==> src/rtl/multi_debounce.sv <==
// multi_debounce: N independent counter-based debouncers with edge pulses and busy flags (optional MULTI_DEBOUNCE_SYNC_EN adds 2-flop input synchronisers)
module multi_debounce #(
  parameter int N         = 4,
  parameter int THRESH    = 2097152,
  parameter int CNT_W     = 22,
  parameter bit RST_LEVEL = 1'b0
) (
  input  logic         clk,
  input  logic         rst_n,
  input  logic [N-1:0] din,
  output logic [N-1:0] dout,
  output logic [N-1:0] rise,
  output logic [N-1:0] fall,
  output logic [N-1:0] busy
);
  localparam logic [CNT_W-1:0] LAST = CNT_W'(THRESH - 1);
  logic [N-1:0] s;
`ifdef MULTI_DEBOUNCE_SYNC_EN
  logic [N-1:0] sync1, sync2;
  // two-flop synchroniser per channel, reset to the idle output level
  always_ff @(posedge clk or negedge rst_n) begin
    if (!rst_n) begin
      sync1 <= {N{RST_LEVEL}};
      sync2 <= {N{RST_LEVEL}};
    end else begin
      sync1 <= din;
      sync2 <= sync1;
    end
  end
  assign s = sync2;
`else
  assign s = din;
`endif
  genvar i;
  for (i = 0; i < N; i++) begin : g_ch
    logic [CNT_W-1:0] cnt, cnt_nx;
    logic hit, q, r, f, b;
    // a differing sample either extends the run or, at the last count, is accepted
    always_comb begin
      hit    = (s[i] != q) && (cnt == LAST);
      cnt_nx = (s[i] == q || hit) ? '0 : cnt + 1'b1;
    end
    // per-channel state: count, stable level, edge pulses and busy flag
    always_ff @(posedge clk or negedge rst_n) begin
      if (!rst_n) begin
        cnt <= '0;
        q   <= RST_LEVEL;
        r   <= 1'b0;
        f   <= 1'b0;
        b   <= 1'b0;
      end else begin
        cnt <= cnt_nx;
        b   <= |cnt_nx;
        r   <= hit && s[i];
        f   <= hit && !s[i];
        if (hit) q <= s[i];
      end
    end
    assign dout[i] = q;
    assign rise[i] = r;
    assign fall[i] = f;
    assign busy[i] = b;
  end
endmodule

==> config.mk <==
export PLATFORM = sky130hd
export DESIGN_NAME = multi_debounce
export DESIGN_NICKNAME = d
export VERILOG_FILES = /design/src/rtl/multi_debounce.sv
export SDC_FILE = /design/constraint.sdc
export NUM_CORES = 1
export LEC_CHECK = 0
export ABC_CLOCK_PERIOD_IN_PS = 2700
export BUFFER_PORTS_ARGS = -buffer_cell sky130_fd_sc_hd__buf_2
export CAP_MARGIN = 0
export CORE_MARGIN = 10
export CORE_UTILIZATION = 25
export DETAILED_ROUTE_END_ITERATION = 16
export PLACE_DENSITY = 0.5
export SETUP_SLACK_MARGIN = 0.5
export SYNTH_ARGS = -nofsm -noshare
export SYNTH_HDL_FRONTEND = slang
export SYNTH_SLANG_ARGS = --single-unit
==> constraint.sdc <==
create_clock -name clk -period 2.7 [get_ports clk]
set_input_delay 0.27 -clock clk [delete_from_list [all_inputs] [get_ports clk]]
set_output_delay 0.27 -clock clk [all_outputs]
set_load 0.005 [all_outputs]
Yosys cells after proc, flatten, opt, wreduce, memory -nomap -nowiden. Cells that the tools add are included.

Shift operators: 0. $add $sub $neg: 4. Magnitude comparators: 0. $mul: 0. Reductions and logical operators: 24. Muxes and demuxes: 4. Eq/ne operators: 12. Bitwise operators: 0. Divide/modulo/power cells: 0.

Operators by type and width (number): $add 22x1->22 const B (4); $eq 22x21->1 const B (4); $mux 22 (4); $reduce_or 22->1 (4); $logic_and 1x1->1 (12); $eq 1x1->1 (4); $logic_not 1->1 (4); $logic_or 1x1->1 (4); $ne 1x1->1 (4).

Output and inout bits: 16. RAM bits: 0. Register bits after elaboration: 104. Logic and storage cells: 64. Memories: 0. Bits in read-only memories: 0. Bits in latches: 0. Bits of input ports: 6.

Longest topological paths before layout.
Word-level depth: 5. Depth in mapped cells: 9. Mapped depth without buffers: 8.

Worst setup path before layout. Ideal clock, no wire load.

Kind: register -> register. Start: register g_ch[1].cnt[0]. End: register g_ch[1].b. Cell stages (with the launch flop): 9. Path slack: 654 ps. Path buffers: 0. Library setup time: 132 ps. Data arrival time: 1913 ps. Cells stage by stage: dfrtp_1 > ha_1 > nand3_1 > nor2_2 > and3_1 > mux2_2 > o21ai_0 > and4_1 > a31oi_1.

Cells in the longest elaborated chain, start to end: 5. Elaborated cells between the ends (all ways): 6.

RTL lines: start, declared (line 36) `logic [CNT_W-1:0] cnt, cnt_nx;`; start signal, assigned (line 52) `cnt <= cnt_nx;`; branches (longest 3 deep; another with $add 22x1->22); $mux 22 * (line 41) `cnt_nx = (s[i] == q || hit) ? '0 : cnt + 1'b1;`; $reduce_or 22->1 * (line 53) `b <= |cnt_nx;`; end signal, assigned (line 53); end, declared (line 37) `logic hit, q, r, f, b;`.

Every way passes the cells marked *. A chain may end at the register's enable or synchronous reset.

Final worst setup path.
Start: register g_ch[2].cnt[9]. End: register g_ch[2].b.

Cells in the longest elaborated chain, start to end: 5. Elaborated cells between the ends (all ways): 6.

RTL lines (line): start, declared (36); start signal, assigned (52); branches (longest 3 deep; another with $add 22x1->22); $mux 22 * (41); $reduce_or 22->1 * (53); end signal, assigned (53); end, declared (37).

Marks and branches as above.

==> run summary <==
status = finished clean
initial antenna violation count = 0
post-synthesis cell count = 658
Seq cells post-synth = 104
Die Y-Extent = 175 um
nets@finish = 670
drt total wl = 11700 um
most frequent cells in the layout = nor2_1, dfrtp_1, xor2_1, nand2_1, xnor2_1
Cell variety after synth = 59
routed vias/inst = 4.46
DRC viols = 0
worst setup path end = g_ch[2].b
CP startpoint = g_ch[2].cnt[9]
Reg-to-Reg Start = g_ch[2].cnt[9]
Final Skew = 0.00857 ns
Worst Path Max Fanout = 7
Fmax = 479 MHz
TritonRoute pass-1 iters = 4
worst endpoint required time = 2.92 ns
Std-Cell Rows = 56
commonest non-fill, non-tap cell in the layout = nor2_1
max-slew violations = 0
share of layout cells above drive strength 1 = 17.6%
Final Hold Fails = 0
GRT overflow = 0
clk_lat worst skew = 0.35 ns
largest net degree at the start of global routing = 54
Ant. Diodes = 0
Slew headroom = 53.2%
die width = 175 um
crit start category = register
Post-Syn Nets = 668
worst r2r dst = g_ch[2].b
fin crit share = 77.4%
EDFF count, synth = 0
RD Place Congestion = 0.763
critical path class = register to register
fin util = 29.1%
post-route ant nets = 0
Max-Cap Viols = 0
Root Buffer = clkbuf_16
Mapped Area = 5970 um^2
cell area after layout = 6840 um^2
fill count = 2480
Ys Warns = 0
die area = 30500 um^2
H-tree levels = 3
dominant synthesized flop cell = dfrtp_1
CTS sink count = 104
reg2reg setup slack = 0.61 ns
RSZ-0062 raised after global routing = no
Core ar. = 23500 um^2
P_leak = 2.76 nW
Final setup viols = 0
Routed WL per cell = 11.9 um
Final Hold Slack = 0.117 ns
FF/Latch Area = 2610 um^2
pwr dens = 462 nW/um^2
critical path arrival = 2.31 ns
DP HPWL = 7890 um
Final min period = 2.09 ns
GRT Total Usage = 7.90%
multi-input logic area = 3250 um^2
Iter 0 DRT Violations = 181
first-pass GRT wire length = 20300 um
slew at the pin closest to its max-slew limit = 0.703 ns
VDD IR max = 0.249 mV
Initial Util = 25.4%
Syn-to-layout area delta = 14.5%
Seq/Total Area, Yosys = 43.6%
Top Ports = 22
total chip power = 0.00316 W
Crit. End Element = register
Setup TNS = 0 ns
IO Port Bufs = 21
R2R depth = 7
TritonCTS clock tree = built
Placed Instance Area = 6270 um^2
vias post-DR = 4382
Clock transition at path regs = 0.07 ns
vias in the first global route = 4336
CTS Buf Count = 9
Avg Inst Size Synth = 9.08 um^2
Max clock buf depth = 2
Hold Path Class = primary input to register
share of synthesized registers carrying an async set or reset = 100%
[what timing repair did]
item / in CTS / in global routing
endpoints found under the setup margin: 70 / 85
gates resized for setup: 12 / 46
setup buffers: 5 / 3
pin swaps: 4 / 11
hold buffers: 1 / 0
hold endpoints to repair: 5 / 0
[synth_stat cells, drive strengths merged, types with 15 or more instances]
library cell	n	area share, %
xor2	47	6.9
nand3	41	3.6
xnor2	39	5.7
buf	33	3.7
nand4	22	2.6
dfrtp	104	44
nand2	48	3.1
a21oi	15	1.3
nor3	23	2.4
and3	22	2.3
nor2	122	7.9
[metrics by stage]
stage | setup slack, ns | cells
final | 0.611 | 983
after global routing | 0.491 | 983
after CTS | 0.505 | 980
after detailed placement | 0.249 | 959
after global placement | 0.332 | 959
after floorplan | 0.654 | 658
[state kept, by name (all words and copies together) (netlist names)]
name	cells
g_ch.r	4
g_ch.b	4
g_ch.q	4
g_ch.f	4
g_ch.cnt	88
[kinds of logic (layout without fill, tap and decap cells)]
family          Yosys count  count (layout)  synth area share (%)
compound gates           58              58                  6.39
xor+xnor                 86              86                  12.6
fa+ha+maj                 4               4                 0.838
buf+inv                  59              65                  5.45
flops                   104             104                  43.6
mux                      14              14                  2.56
simple gates            333             333                  28.6
[metal layers]
layer	track usage, %	part of all wire, %	vias up
li1	-	-	2246
met1	10.2	50	2095
met2	12.6	46	30
met3	1.82	2.2	11
met4	2.97	1.5	0
met5	0	0	-
[worst min-delay path by stage]
stage / from / endpoint / slack, ns / cells past startpoint
2_1_floorplan: rst_n / g_ch[0].b / -0.03 / 0
3_3_place_gp: rst_n / g_ch[1].cnt[13] / 0.37 / 1
3_5_place_dp: rst_n / g_ch[1].cnt[13] / 0.38 / 1
4_1_cts: din[3] / g_ch[3].f / 0.1 / 2
5_1_grt: din[1] / g_ch[1].f / 0.12 / 2
6_report: din[3] / g_ch[3].f / 0.12 / 2
[power breakdown]
part / switching [W] / internal, W
clock: 0.000573 / 0.000669
sequential: 0.0000501 / 0.00160
combinational: 0.000158 / 0.000107
[layout make-up]
class / count / area share (%)
well taps: 319 / 5.84
clock buffers: 12 / 3.75
clock inverters: 3 / 0.256
inverters: 13 / 0.714
multi-input cells: 495 / 47.5
flip-flops and latches: 104 / 38.2
repair buffers: 37 / 3.66
[worst max-delay path, cell delays in order, from the launching register on]
cell	delay, ns
dfrtp_1	0.42
nand3_2	0.17
nor3_4	0.38
nand4_4	0.18
nor2_4	0.15
nand4b_1	0.12
a2111oi_2	0.42
a21oi_1	0.12
Power figures use the tool's default switching activity.
